## src/rtl/sev_seg_pkg.sv

```systemverilog
// Shared constants and the hex font for the seven-segment scan driver.
// All glyphs are active-low and ordered {g,f,e,d,c,b,a}.
package sev_seg_pkg;

  localparam int N_DIGITS = 4;

  localparam logic [6:0] GLYPH_BLANK = 7'b1111111;
  localparam logic [6:0] GLYPH_R     = 7'b0101111;
  localparam logic [6:0] GLYPH_D     = 7'b0100001;

  // Hex digit to segment pattern; 6 and 9 are drawn with their tails.
  function automatic logic [6:0] hex_font(input logic [3:0] v);
    logic [6:0] s;
    case (v)
      4'h0:    s = 7'b1000000;
      4'h1:    s = 7'b1111001;
      4'h2:    s = 7'b0100100;
      4'h3:    s = 7'b0110000;
      4'h4:    s = 7'b0011001;
      4'h5:    s = 7'b0010010;
      4'h6:    s = 7'b0000010;
      4'h7:    s = 7'b1111000;
      4'h8:    s = 7'b0000000;
      4'h9:    s = 7'b0010000;
      4'hA:    s = 7'b0001000;
      4'hB:    s = 7'b0000011;
      4'hC:    s = 7'b1000110;
      4'hD:    s = 7'b0100001;
      4'hE:    s = 7'b0000110;
      default: s = 7'b0001110;
    endcase
    return s;
  endfunction

endpackage

```

## src/rtl/sev_seg_scan_if.sv

```systemverilog
// Bundle of the display-side signals of the scan driver.
// Handshake: there is no valid/ready pair here; load is a single-cycle
// strobe that is sampled on every rising clk edge and captures
// nib_lo/nib_hi/src_reg when high. Display outputs are free-running.
interface sev_seg_scan_if;
  logic       en;
  logic       load;
  logic [3:0] nib_lo;
  logic [3:0] nib_hi;
  logic       src_reg;
  logic [3:0] an;
  logic [6:0] seg;
  logic       dp;
  logic [1:0] digit_idx;

  modport master (
    output en, load, nib_lo, nib_hi, src_reg,
    input  an, seg, dp, digit_idx
  );

  modport slave (
    input  en, load, nib_lo, nib_hi, src_reg,
    output an, seg, dp, digit_idx
  );
endinterface

```

## src/rtl/sev_seg_scan_hex_to_seg.sv

```systemverilog
// Combinational hex-to-segment decoder wrapping the package font.
module hex_to_seg
  import sev_seg_pkg::*;
(
  input  logic [3:0] i_nib,
  output logic [6:0] o_seg
);

  assign o_seg = hex_font(i_nib);

endmodule

```

## src/rtl/sev_seg_scan.sv

```systemverilog
// Four-digit common-anode scan driver: digit 3 shows the source glyph,
// digit 2 is blank, digits 1/0 show the captured high/low nibble.
// Each slot opens with a blanking window to stop ghosting between digits.
module sev_seg_scan
  import sev_seg_pkg::*;
#(
  parameter int REFRESH_DIV = 100000,
  parameter int BLANK_CYC   = 16
) (
  input  logic           clk,
  input  logic           rst,
  sev_seg_scan_if.slave  bus
);

  localparam int PW = $clog2(REFRESH_DIV);
  localparam logic [PW-1:0] P_LAST  = PW'(REFRESH_DIV - 1);
  localparam logic [PW-1:0] P_BLANK = PW'(BLANK_CYC);

  logic [PW-1:0]       r_pcnt;
  logic [1:0]          r_digit;
  logic [3:0]          r_hold_lo;
  logic [3:0]          r_hold_hi;
  logic                r_hold_src;
  logic [N_DIGITS-1:0] r_an;
  logic [6:0]          r_seg;

  logic [3:0]          w_nib;
  logic [6:0]          w_hex;
  logic [6:0]          w_glyph;
  logic [N_DIGITS-1:0] w_an;
  logic                w_blank;

  // Capture the display word on the load strobe; independent of en.
  always_ff @(posedge clk) begin
    if (rst) begin
      r_hold_lo  <= 4'h0;
      r_hold_hi  <= 4'h0;
      r_hold_src <= 1'b0;
    end else if (bus.load) begin
      r_hold_lo  <= bus.nib_lo;
      r_hold_hi  <= bus.nib_hi;
      r_hold_src <= bus.src_reg;
    end
  end

  // Prescaler and digit counter; both freeze while the display is disabled.
  always_ff @(posedge clk) begin
    if (rst) begin
      r_pcnt  <= '0;
      r_digit <= 2'd0;
    end else if (bus.en) begin
      if (r_pcnt == P_LAST) begin
        r_pcnt  <= '0;
        r_digit <= r_digit + 2'd1;
      end else begin
        r_pcnt <= r_pcnt + 1'b1;
      end
    end
  end

  // Only digit 1 needs the high nibble; the decoder is shared.
  assign w_nib = (r_digit == 2'd1) ? r_hold_hi : r_hold_lo;

  hex_to_seg u_hex (
    .i_nib (w_nib),
    .o_seg (w_hex)
  );

  // Select the glyph for the current slot and decode its anode.
  always_comb begin
    w_an          = '1;
    w_an[r_digit] = 1'b0;
    case (r_digit)
      2'd0, 2'd1: w_glyph = w_hex;
      2'd2:       w_glyph = GLYPH_BLANK;
      default:    w_glyph = r_hold_src ? GLYPH_R : GLYPH_D;
    endcase
  end

  assign w_blank = !bus.en || (r_pcnt < P_BLANK);

  // Registered drive so anode and segment lines switch on the same edge.
  always_ff @(posedge clk) begin
    if (rst || w_blank) begin
      r_an  <= '1;
      r_seg <= GLYPH_BLANK;
    end else begin
      r_an  <= w_an;
      r_seg <= w_glyph;
    end
  end

  assign bus.an        = r_an;
  assign bus.seg       = r_seg;
  assign bus.dp        = 1'b1;
  assign bus.digit_idx = r_digit;

endmodule

```

## src/flat_wrapper.sv

```systemverilog
// flat-port wrapper written by rule: the top's interface ports become plain ports
module sev_seg_scan_flat import sev_seg_pkg::*;
#(
  parameter int REFRESH_DIV = 100000,
  parameter int BLANK_CYC   = 16
)
  (clk, rst, bus_en, bus_load, bus_nib_lo, bus_nib_hi, bus_src_reg, bus_an, bus_seg, bus_dp, bus_digit_idx);
  sev_seg_scan_if bus_i ();
  input  logic clk;
  input  logic rst;
  input wire logic [$bits(bus_i.en)-1:0] bus_en;
  input wire logic [$bits(bus_i.load)-1:0] bus_load;
  input wire logic [$bits(bus_i.nib_lo)-1:0] bus_nib_lo;
  input wire logic [$bits(bus_i.nib_hi)-1:0] bus_nib_hi;
  input wire logic [$bits(bus_i.src_reg)-1:0] bus_src_reg;
  output wire logic [$bits(bus_i.an)-1:0] bus_an;
  output wire logic [$bits(bus_i.seg)-1:0] bus_seg;
  output wire logic [$bits(bus_i.dp)-1:0] bus_dp;
  output wire logic [$bits(bus_i.digit_idx)-1:0] bus_digit_idx;
  assign bus_i.en = bus_en;
  assign bus_i.load = bus_load;
  assign bus_i.nib_lo = bus_nib_lo;
  assign bus_i.nib_hi = bus_nib_hi;
  assign bus_i.src_reg = bus_src_reg;
  assign bus_an = bus_i.an;
  assign bus_seg = bus_i.seg;
  assign bus_dp = bus_i.dp;
  assign bus_digit_idx = bus_i.digit_idx;
  sev_seg_scan #(.REFRESH_DIV(REFRESH_DIV), .BLANK_CYC(BLANK_CYC)) u_core (.clk(clk), .rst(rst), .bus(bus_i));
endmodule
```

## config.mk

```make
export PLATFORM = sky130hd
export DESIGN_NAME = sev_seg_scan_flat
export DESIGN_NICKNAME = d
export VERILOG_FILES = /design/src/rtl/sev_seg_pkg.sv /design/src/rtl/sev_seg_scan_if.sv /design/src/rtl/sev_seg_scan_hex_to_seg.sv /design/src/rtl/sev_seg_scan.sv /design/src/flat_wrapper.sv
export SDC_FILE = /design/constraint.sdc
export NUM_CORES = 1
export LEC_CHECK = 0
export CAP_MARGIN = 5
export CORE_MARGIN = 10
export CORE_UTILIZATION = 25
export CTS_BUF_LIST = sky130_fd_sc_hd__clkbuf_8 sky130_fd_sc_hd__clkbuf_16
export DETAILED_ROUTE_END_ITERATION = 8
export HOLD_SLACK_MARGIN = 0.1
export PLACE_DENSITY = 0.42
export SETUP_SLACK_MARGIN = 0.2
export SLEW_MARGIN = 20
export SYNTH_ARGS = -nofsm -noshare
export SYNTH_HDL_FRONTEND = slang
export SYNTH_SLANG_ARGS = --single-unit
```

## constraint.sdc

```tcl
create_clock -name clk -period 3.17 [get_ports clk]
set_clock_uncertainty 0.05 [all_clocks]
set_input_delay 0.634 -clock clk [delete_from_list [all_inputs] [get_ports clk]]
set_output_delay 0.634 -clock clk [all_outputs]
set_load 0.005 [all_outputs]
```

==> results of run 1 <==
==> layer usage <==
layer,vias up,share of wire (%)
li1,784,-
met4,0,1.1
met3,4,5.7
met2,27,46
met5,-,0
met1,705,47
==> layout by cell type, fill, tap and decap left out, types with 4 or more instances in the layout <==
cell,count
sky130_fd_sc_hd__or4_1,4
sky130_fd_sc_hd__nand2_1,14
sky130_fd_sc_hd__a21oi_1,8
sky130_fd_sc_hd__buf_4,6
sky130_fd_sc_hd__ha_1,13
sky130_fd_sc_hd__clkdlybuf4s50_1,25
sky130_fd_sc_hd__nor3_1,6
sky130_fd_sc_hd__clkbuf_8,5
sky130_fd_sc_hd__o31ai_1,4
sky130_fd_sc_hd__inv_1,10
sky130_fd_sc_hd__dfxtp_1,39
sky130_fd_sc_hd__nor2_1,24
sky130_fd_sc_hd__o21ai_0,6
sky130_fd_sc_hd__xnor2_1,5
sky130_fd_sc_hd__xor2_1,6
sky130_fd_sc_hd__mux2i_1,17
sky130_fd_sc_hd__or3_1,4
sky130_fd_sc_hd__nand3_1,6
==> sequential cells by signal, indices dropped and copies added (netlist names) <==
register	flops
u_core.bus.an	4
u_core.bus.seg	7
u_core.r_hold_lo	4
u_core.bus.digit_idx	2
u_core.r_hold_hi	4
u_core.r_hold_src	1
u_core.r_pcnt	17
==> per-stage QoR <==
stage | power (mW) | util, %
after floorplan | 0.571 | -
after detailed placement | 0.602 | 30.3
final | 1.08 | 32.0
after global routing | 1.13 | 32.0
after CTS | 1.10 | 32.0
after global placement | 0.603 | 30.3
==> worst max-delay path by stage <==
stage / endpoint / slack (ns) / cells past startpoint
6_report: u_core.bus.seg[3]$_SDFF_PP1_ / 0.58 / 8
3_3_place_gp: u_core.bus.seg[3]$_SDFF_PP1_ / 0.56 / 8
2_1_floorplan: u_core.bus.seg[3]$_SDFF_PP1_ / 0.40 / 10
5_1_grt: u_core.bus.seg[3]$_SDFF_PP1_ / 0.40 / 8
3_5_place_dp: u_core.bus.seg[3]$_SDFF_PP1_ / 0.56 / 8
4_1_cts: u_core.bus.seg[3]$_SDFF_PP1_ / 0.54 / 8
==> critical path, cell delays in order, from the launching register on <==
cell	delay (ns)
sky130_fd_sc_hd__dfxtp_1	0.46
sky130_fd_sc_hd__ha_1	0.45
sky130_fd_sc_hd__mux2i_1	0.24
sky130_fd_sc_hd__buf_4	0.18
sky130_fd_sc_hd__inv_1	0.08
sky130_fd_sc_hd__ha_1	0.24
sky130_fd_sc_hd__mux4_2	0.48
sky130_fd_sc_hd__a21boi_0	0.19
sky130_fd_sc_hd__o21ai_0	0.10
==> cells by family after synthesis <==
family,Yosys count
AND/OR/NAND/NOR,70
XOR/XNOR,11
adder cells (fa/ha/maj),13
buffers and inverters,20
other,1
flip-flops,39
multiplexers,22
AO/OA/AOI/OAI,32
==> synth_stat cells (5+ instances only) <==
cell type and number:
sky130_fd_sc_hd__dfxtp_1 39, sky130_fd_sc_hd__nor2_1 24, sky130_fd_sc_hd__mux2i_1 17, sky130_fd_sc_hd__nand2_1 14, sky130_fd_sc_hd__ha_1 13, sky130_fd_sc_hd__inv_1 9
sky130_fd_sc_hd__a21oi_1 8, sky130_fd_sc_hd__nand3_1 6, sky130_fd_sc_hd__nor3_1 6, sky130_fd_sc_hd__o21ai_0 6, sky130_fd_sc_hd__xor2_1 6, sky130_fd_sc_hd__buf_2 5
sky130_fd_sc_hd__clkbuf_1 5, sky130_fd_sc_hd__xnor2_1 5
==> power breakdown <==
group	total [mW]	internal [mW]	switching, mW	leakage (nW)
combinational	0.0845	0.0454	0.0391	0.536
clock	0.491	0.312	0.179	0.0695
sequential	0.506	0.499	0.00698	0.317
==> area by class of cell <==
cell class	count	area share (%)
multi-input cells	149	44.0
flip-flops and latches	39	31.9
repair buffers	31	12.1
well taps	102	5.21
clock buffers	5	2.81
clock inverters	3	2.61
inverters	9	1.38
==> insert_results.sql, run 1 <==
INSERT INTO impl_metrics (metric_group, metric, value, unit) VALUES
('outcome', 'status', 'complete, no violations', ''),
('sta', 'finalHoldWorstSlack', '0.447', 'ns'),
('critical_path', 'reg2reg_slack', '0.58', 'ns'),
('yosys', 'synth.distinct_cells', '38', ''),
('yosys', 'synth_warnings', '0', ''),
('yosys', 'yosys.area_share.xor_xnor', '4.96', '%'),
('grt', 'globalRouteMet3Util', '2.68', '%'),
('layout', 'n_antenna_cell', '0', ''),
('clocking', 'cts_post_setup_buffers_inserted', '0', ''),
('layout', 'fillCellCount', '790', ''),
('detailed_routing', 'post-route-drc-count', '0', ''),
('yosys', 'asyncSetResetFlopFracSynth', '0', '%'),
('yosys', 'synth_seq_cells', '39', ''),
('detailed_routing', 'violation_count_after_the_first_detailed_routing_iteration', '59', ''),
('clocking', 'hold_buffers', '0', ''),
('hold_path', 'holdCritPathClass', 'reg -> reg', ''),
('placed_design', 'place.detailed.instances', '330', ''),
('clocking', 'clkSlewWorstSetupHoldPaths', '0.08', 'ns'),
('grt', 'grt_pass1_wl', '7000', 'um'),
('detailed_routing', 'postRouteAntennaNets', '0', ''),
('clocking', 'clockBufferDepth', '2', ''),
('critical_path', 'crit_path_start_kind', 'flip-flop', ''),
('layout', 'sequential_cell_area', '781', 'um2'),
('grt', 'met2_usage', '11.6', '%'),
('floorplanning', 'dieHeight', '108', 'um'),
('detailed_routing', 'drt-vias-per-instance', '4.50', ''),
('layout', 'finish.cell_count_without_fillers', '338', ''),
('floorplanning', 'num_rows', '32', ''),
('grt', 'number_of_antenna_violations_at_the_first_check_in_global_routing', '0', ''),
('grt', 'all_layer_gr_usage', '7.40', '%'),
('yosys', 'synth_compound_area_share', '11.2', '%'),
('critical_path', 'worstPathRequired', '3.29', 'ns'),
('clocking', 'clock_insertion_delay_worst_skew', '0.29', 'ns'),
('yosys', 'netlist_area', '1940', 'um2'),
('detailed_routing', 'detailroute.via_count', '1520', ''),
('yosys', 'syn-mean-instance-area', '9.34', 'um2'),
('yosys', 'synthesis.instances', '208', ''),
('critical_path', 'timing.rr.end', 'u_core.bus.seg[3]$_SDFF_PP1_', ''),
('hold_path', 'timing.hold.worst_path_depth', '2', ''),
('critical_path', 'reg2reg_depth', '8', ''),
('sta', 'rsz0062_at_grt', 'no', ''),
('placed_design', 'gp_congestion', '0.750', ''),
('clocking', 'cts_inserted_buffers', '5', ''),
('yosys', 'synth_top_family_by_area', 'simple AND/OR/NAND/NOR gates', ''),
('layout', 'drive_above_1_share', '9.32', '%'),
('critical_path', 'critical_path_class', 'reg -> reg', ''),
('placed_design', 'number_of_i_o_port_buffers', '25', ''),
('pwr', 'leakagePower', '0.922', 'nW'),
('detailed_routing', 'routedWlPerCell', '12.4', 'um'),
('sta', 'timing.setup.tns', '0', 'ns'),
('sta', 'finalCriticalPeriod', '2.59', 'ns'),
('clocking', 'cts.repair.resized', '0', ''),
('sta', 'worst-slew-pin-transition', '0.545', 'ns'),
('sta', 'timing.fmax', '386', 'MHz'),
('clocking', 'cts_tree', 'built', ''),
('hold_path', 'min_delay_worst_endpoint', 'u_core.r_pcnt[12]$_SDFFE_PP0P_', ''),
('floorplanning', 'io_pins', '27', ''),
('critical_path', 'worstPathArrival', '2.71', 'ns'),
('floorplanning', 'die_area', '11700', 'um2'),
('yosys', 'synth_largest_area_cell', 'sky130_fd_sc_hd__dfxtp_1', ''),
('flow_run', 'max_cap_viol_count', '0', ''),
('grt', 'grtUsageMet1', '9.30', '%'),
('clocking', 'deepest_level_of_the_cts_h_tree', '2', ''),
('grt', 'grt.busiest_layer', 'met2', ''),
('yosys', 'arithmetic_cell_share_of_the_synthesized_area_counting_full_adders_half_adders_and_majority_gates', '8.37', '%'),
('yosys', 'largest_cells_by_area_after_synthesis', 'sky130_fd_sc_hd__dfxtp_1 (40%), sky130_fd_sc_hd__mux2i_1 (8.8%), sky130_fd_sc_hd__ha_1 (8.4%)', ''),
('critical_path', 'worst_setup_path_startpoint', 'u_core.bus.digit_idx[0]$_SDFFE_PP0P_', ''),
('sta', 'timing_max_transition_violations_final', '0', ''),
('yosys', 'synth_top_area_share', '40.2', '%'),
('placed_design', 'cell_area_after_placement', '2310', 'um2'),
('critical_path', 'reg_to_reg_startpoint', 'u_core.bus.digit_idx[0]$_SDFFE_PP0P_', '');
Power figures use the tool's default switching activity.
==> inputs of run 2 (changes only) <==
==> constraint.sdc (replaced) <==
create_clock -name clk -period 2.4 [get_ports clk]
set_clock_uncertainty 0.05 [all_clocks]
set_input_delay 0.48 -clock clk [delete_from_list [all_inputs] [get_ports clk]]
set_output_delay 0.48 -clock clk [all_outputs]
set_load 0.005 [all_outputs]
==> run 2 against run 1 <==
- power is 17% higher
- critical path depth stayed put
- largest cell class unchanged
- clock-buffer cell count is 1 higher
- largest power group unchanged
==> insert_results.sql, run 2 (same netlist as run 1, synthesis figures left out) <==
INSERT INTO impl_metrics (metric_group, metric, value, unit) VALUES
('floorplanning', 'effective_utilization_at_floorplan', '25.4', '%'),
('sta', 'worst-slew-pin-transition', '0.537', 'ns'),
('clocking', 'clock_sink_count', '39', ''),
('sta', 'timing.fmax', '485', 'MHz'),
('clocking', 'hold_buffers', '0', ''),
('layout', 'biggest_register', 'u_core.r_pcnt', ''),
('layout', 'n_antenna_cell', '0', ''),
('sta', 'final_setup_vio_count', '0', ''),
('clocking', 'clkSlewWorstSetupHoldPaths', '0.08', 'ns'),
('layout', 'sequential_cell_area', '782', 'um2'),
('grt', 'grt_overflow_total', '0', ''),
('sta', 'timing.setup.tns', '0', 'ns'),
('detailed_routing', 'violation_count_after_the_first_detailed_routing_iteration', '60', ''),
('grt', 'grt_max_degree', '18', ''),
('placed_design', 'number_of_i_o_port_buffers', '25', ''),
('sta', 'final.setup.worst_slack', '0.338', 'ns'),
('critical_path', 'path_max_fanout', '6', ''),
('clocking', 'deepest_level_of_the_cts_h_tree', '2', ''),
('detailed_routing', 'routedWlPerCell', '12.7', 'um'),
('clocking', 'cts_tree', 'built', ''),
('grt', 'grt_pass1_wl', '7310', 'um'),
('layout', 'finish.cell_count_without_fillers', '346', ''),
('grt', 'first_global_vias', '1492', ''),
('floorplanning', 'dieHeight', '108', 'um'),
('pwr', 'leakagePower', '0.952', 'nW'),
('detailed_routing', 'wl', '4390', 'um'),
('placed_design', 'dp_hpwl', '3280', 'um'),
('floorplanning', 'io_pins', '27', ''),
('floorplanning', 'die_area', '11700', 'um2'),
('placed_design', 'place.detailed.instances', '336', ''),
('layout', 'largest_register_ffs', '17', ''),
('grt', 'number_of_antenna_violations_at_the_first_check_in_global_routing', '0', ''),
('floorplanning', 'die-width', '108', 'um'),
('critical_path', 'crit_path_start_kind', 'flip-flop', ''),
('outcome', 'status', 'complete, no violations', ''),
('detailed_routing', 'detailroute.via_count', '1535', ''),
('sta', 'slew_headroom', '64.1', '%'),
('sta', 'rsz0062_at_grt', 'yes', ''),
('flow_run', 'max_cap_viol_count', '0', ''),
('layout', 'fillCellCount', '814', ''),
('placed_design', 'gp_congestion', '0.794', ''),
('pwr', 'irDropWorstVdd', '0.000165', 'V'),
('clocking', 'cts_post_setup_buffers_inserted', '0', ''),
('grt', 'all_layer_gr_usage', '7.71', '%'),
('floorplanning', 'num_rows', '32', ''),
('clocking', 'cts_inserted_buffers', '5', ''),
('clocking', 'clockBufferDepth', '2', ''),
('floorplanning', 'fp.coreArea', '7650', 'um2'),
('critical_path', 'critical_path_class', 'reg -> reg', ''),
('pwr', 'total_power', '1.27', 'mW'),
('sta', 'hold_viol_final', '0', ''),
('hold_path', 'holdCritPathClass', 'reg -> reg', ''),
('pwr', 'power.density_cell_area', '496', 'nW/um2'),
('placed_design', 'place_ws', '0.233', 'ns'),
('critical_path', 'worstPathArrival', '2.20', 'ns'),
('detailed_routing', 'detail_route.first_pass.iterations', '4', ''),
('clocking', 'cts.repair.resized', '0', ''),
('layout', 'area_growth', '31.4', '%'),
('sta', 'finalCriticalPeriod', '2.06', 'ns'),
('detailed_routing', 'drt-vias-per-instance', '4.44', ''),
('detailed_routing', 'post-route-drc-count', '0', ''),
('sta', 'post-route-period-util', '85.9', '%'),
('clocking', 'cts_root_buf', 'sky130_fd_sc_hd__clkbuf_8', ''),
('critical_path', 'worstPathRequired', '2.54', 'ns'),
('layout', 'most-common-layout-cells', 'sky130_fd_sc_hd__dfxtp_1 (38), sky130_fd_sc_hd__clkdlybuf4s50_1 (25), sky130_fd_sc_hd__nor2_1 (24)', ''),
('detailed_routing', 'postRouteAntennaNets', '0', ''),
('sta', 'timing_max_transition_violations_final', '0', ''),
('layout', 'drive_above_1_share', '16.4', '%'),
('layout', 'fin_nets', '269', ''),
('layout', 'multi_input_comb_area', '1140', 'um2'),
('layout', 'final_common_cell', 'sky130_fd_sc_hd__dfxtp_1', ''),
('clocking', 'clock_insertion_delay_worst_skew', '0.29', 'ns'),
('critical_path', 'nature_of_the_critical_path_endpoint', 'flip-flop', '');
==> run 2: path summary, 6_finish.rpt <==
check | cells after the start | startpoint | slack [ns] | to
setup / recovery | 8 | u_core.bus.digit_idx[1]$_SDFFE_PP0P_ | 0.34 | u_core.bus.seg[3]$_SDFF_PP1_
hold / removal | 2 | u_core.r_pcnt[16]$_SDFFE_PP0P_ | 0.46 | u_core.r_pcnt[16]$_SDFFE_PP0P_
setup reg to reg | 8 | u_core.bus.digit_idx[1]$_SDFFE_PP0P_ | 0.34 | u_core.bus.seg[3]$_SDFF_PP1_
hold reg to reg | 2 | u_core.r_pcnt[16]$_SDFFE_PP0P_ | 0.46 | u_core.r_pcnt[16]$_SDFFE_PP0P_
==> run 2: per-layer routing <==
metal / routed length [um] / part of all wire, % / up-vias / track usage, %
li1: - / - / 796 / -
met1: 2220 / 51 / 712 / 10.2
met2: 1900 / 43 / 23 / 11.8
met3: 217 / 4.9 / 4 / 2.02
met4: 47 / 1.1 / 0 / 2.86
met5: 0 / 0 / - / 0
==> run 2: final cells by class <==
cell class                 instances  share of cell area (%)
clock buffer                       6                    3.23
clock inverter                     2                   0.490
inverter                           9                    1.52
multi-input combinational        149                    44.7
sequential                        39                    30.6
tap                              102                    5.00
timing repair buffer              39                    14.4
==> run 2: power breakdown <==
group          switching (mW)  internal [mW]  total [mW]
Sequential             0.0115          0.659       0.671
Clock                   0.242          0.232       0.473
Combinational          0.0548         0.0674       0.122
==> run 2: worst max-delay path, cell delays in order (launching register included) <==
cell,delay (ns)
sky130_fd_sc_hd__dfxtp_2,0.35
sky130_fd_sc_hd__inv_6,0.07
sky130_fd_sc_hd__ha_4,0.22
sky130_fd_sc_hd__mux2i_4,0.32
sky130_fd_sc_hd__inv_2,0.11
sky130_fd_sc_hd__ha_4,0.18
sky130_fd_sc_hd__mux4_2,0.45
sky130_fd_sc_hd__a21boi_1,0.13
sky130_fd_sc_hd__o21ai_1,0.07
==> run 2: per-stage QoR <==
stage / instance area [um2] / hold slack [ns] / util (%)
final: 2550 / 0.457 / 33.4
after global routing: 2550 / 0.469 / 33.4
after CTS: 2540 / 0.453 / 33.2
after detailed placement: 2440 / 0.438 / 32.0
after global placement: 2440 / 0.436 / 32.0
after floorplan: 2030 / 0.405 / -
==> RTL change (settings of run 2) <==
Compare `r_pcnt` against `P_LAST` with >= in place of ==.
--- a/src/rtl/sev_seg_scan.sv
+++ b/src/rtl/sev_seg_scan.sv
@@ -50,5 +50,5 @@
       r_digit <= 2'd0;
     end else if (bus.en) begin
-      if (r_pcnt == P_LAST) begin
+      if (r_pcnt >= P_LAST) begin
         r_pcnt  <= '0;
         r_digit <= r_digit + 2'd1;
Formal check against the unedited RTL: no difference found for any inputs over 10 cycles, from zero or initial values and one cycle with rst high; that may be too few to reach the edited logic, so the function may still have changed.
==> RTL change against run 2 <==
  * Core utilization fell by 0.45 points
  * Synthesized cell count grew 4.8%
  * Power rose by 7.1%
  * Worst setup slack lost 0.032 ns
  * Final area increased by 0.20%
  * Sequential cell count did not move
  * Critical path type unchanged
  * Highest routed layer unchanged
  * Synthesized area rose by 3.6%
  * Sequential power barely moved
  * Count of clock-buffer cells in the layout did not move
  * First-iteration DRC count rose by 6.7%
  * Sequential share of layout area is 0.060 points lower
  * Critical path depth decreased by 1
  * Routed wire length up 1.6%
==> RTL change: results (changes against run 2) <==
vias in the first global route=1455 (-2.5%); Routed WL=4460 µm (+1.6%); dpl ws=0.2779 ns (+0.04498 ns); share of cells above drive strength 1=0.1406 (-0.02337); Peak supply drop=0.2360 mV (+43%); HPWL Detailed=3374 µm (+2.8%); MaxCap Viol Count=0 (unchanged); Synth cell types=43 (+13%); NumNets Final=273 (+1.5%); synth top area cells=dfxtp_1 39%, ha_1 7.5%, mux2i_1 6.5%; slew margin rel.=0.6122 (-0.02843); Worst-path clk slew=0.08 ns (about the same); CP Max Fanout=7 (+1); gpl congestion=0.7671 (-3.4%); status=finished, final reports clean; Total GRT Usage=0.07451 (-0.002553); post-synthesis cell count=218 (+4.8%); non-filler cells, final=351 (+1.4%); Vias per Instance=4.456 (+0.44%); placed cells=342 (+1.8%); Synth Net Count=243 (+3.8%); Hold Path Class=flip-flop to flip-flop; register area share after synthesis=0.3878 (-0.01398); fillers=850 (+4.4%); Post-synth top cells=39 x dfxtp_1, 34 x nor2_1, 17 x nand2_1, 13 x mux2i_1, 12 x ha_1; leakage power=0.9208 nW (-3.3%); largest net degree at the start of global routing=20 (+2); first-pass GRT wire length=7127 µm (-2.6%); DR iter-0 viols=64 (+6.7%); Max Root-Sink Buffers=2 (unchanged); Worst Path Arrival=2.22 ns (+0.02 ns)
==> RTL change: cell types whose count changed after synthesis, sizes merged, moves of 4 or more <==
cell | before | now
nor2 | 24 | 35
mux2i | 18 | 13
or4 | 4 | 0
xor2 | 6 | 10
==> RTL change: path summary, 6_finish.rpt <==
check                     startpoint                  end  slack (ns)  cells past startpoint
max          u_core.bus.digit_idx[0]    u_core.bus.seg[3]        0.31                      7
max reg2reg  u_core.bus.digit_idx[0]    u_core.bus.seg[3]        0.31                      7
min              u_core.r_hold_hi[0]  u_core.r_hold_hi[0]        0.45                      2
min reg2reg      u_core.r_hold_hi[0]  u_core.r_hold_hi[0]        0.45                      2
==> RTL change: logic make-up (layout without fill, tap and decap cells) <==
logic type,Yosys count,after routing,share of synthesized area
xor gates and xnor gates,13,13,0.05656
DFF,39,39,0.3878
and+or+nand+nor,87,87,0.2126
adders and majority gates,12,12,0.07458
buffers and inverters,17,48,0.04288
other,1,1,0.001863
muxes,18,18,0.1019
AOI/OAI and AO/OA,31,31,0.1218
==> RTL change: through the flow <==
stage	hold WS [ns]	total power [mW]	area (µm²)	utilization
floorplan	0.4105	0.7583	2073	-
global placement	0.4331	0.8008	2434	0.3133
detailed placement	0.4377	0.8000	2434	0.3133
CTS	0.4592	1.387	2551	0.3284
global route	0.5044	1.422	2559	0.3294
finish	0.4503	1.356	2559	0.3294
==> RTL change: critical path, cell delays in order (launching register included) <==
cell	delay, ns
dfxtp_1	0.38
ha_4	0.24
mux2i_4	0.31
inv_2	0.09
ha_4	0.25
mux4_2	0.44
a21boi_1	0.14
o21ai_1	0.08
==> RTL change: timing repair <==
item,in CTS,in global routing
buffers inserted,0,1
endpoints found under the setup margin,0,1
resized for setup,0,0
==> RTL change: layout make-up <==
class,count,area [µm²],area share
Tap cell,102,127.6,0.04988
Clock inverter,2,35.03,0.01369
Timing Repair Buffer,33,310.3,0.1213
Clock buffer,6,82.58,0.03227
Inverter,7,33.78,0.01320
Sequential cell,39,782.0,0.3056
Multi-Input combinational cell,162,1187,0.4641
==> RTL change: where the power goes <==
group	internal (mW)	switching [mW]	total (mW)
Combinational	0.0593	0.0570	0.116
Sequential	0.658	0.0105	0.669
Clock	0.337	0.234	0.571
==> RTL change: layer usage <==
| metal | GRT usage | vias up | share of wire |
|---|---|---|---|
| li1 | - | 822 | - |
| met1 | 0.1002 | 722 | 0.51 |
| met2 | 0.1090 | 18 | 0.44 |
| met3 | 0.01931 | 2 | 0.041 |
| met4 | 0.03346 | 0 | 0.012 |
| met5 | 0 | - | 0 |
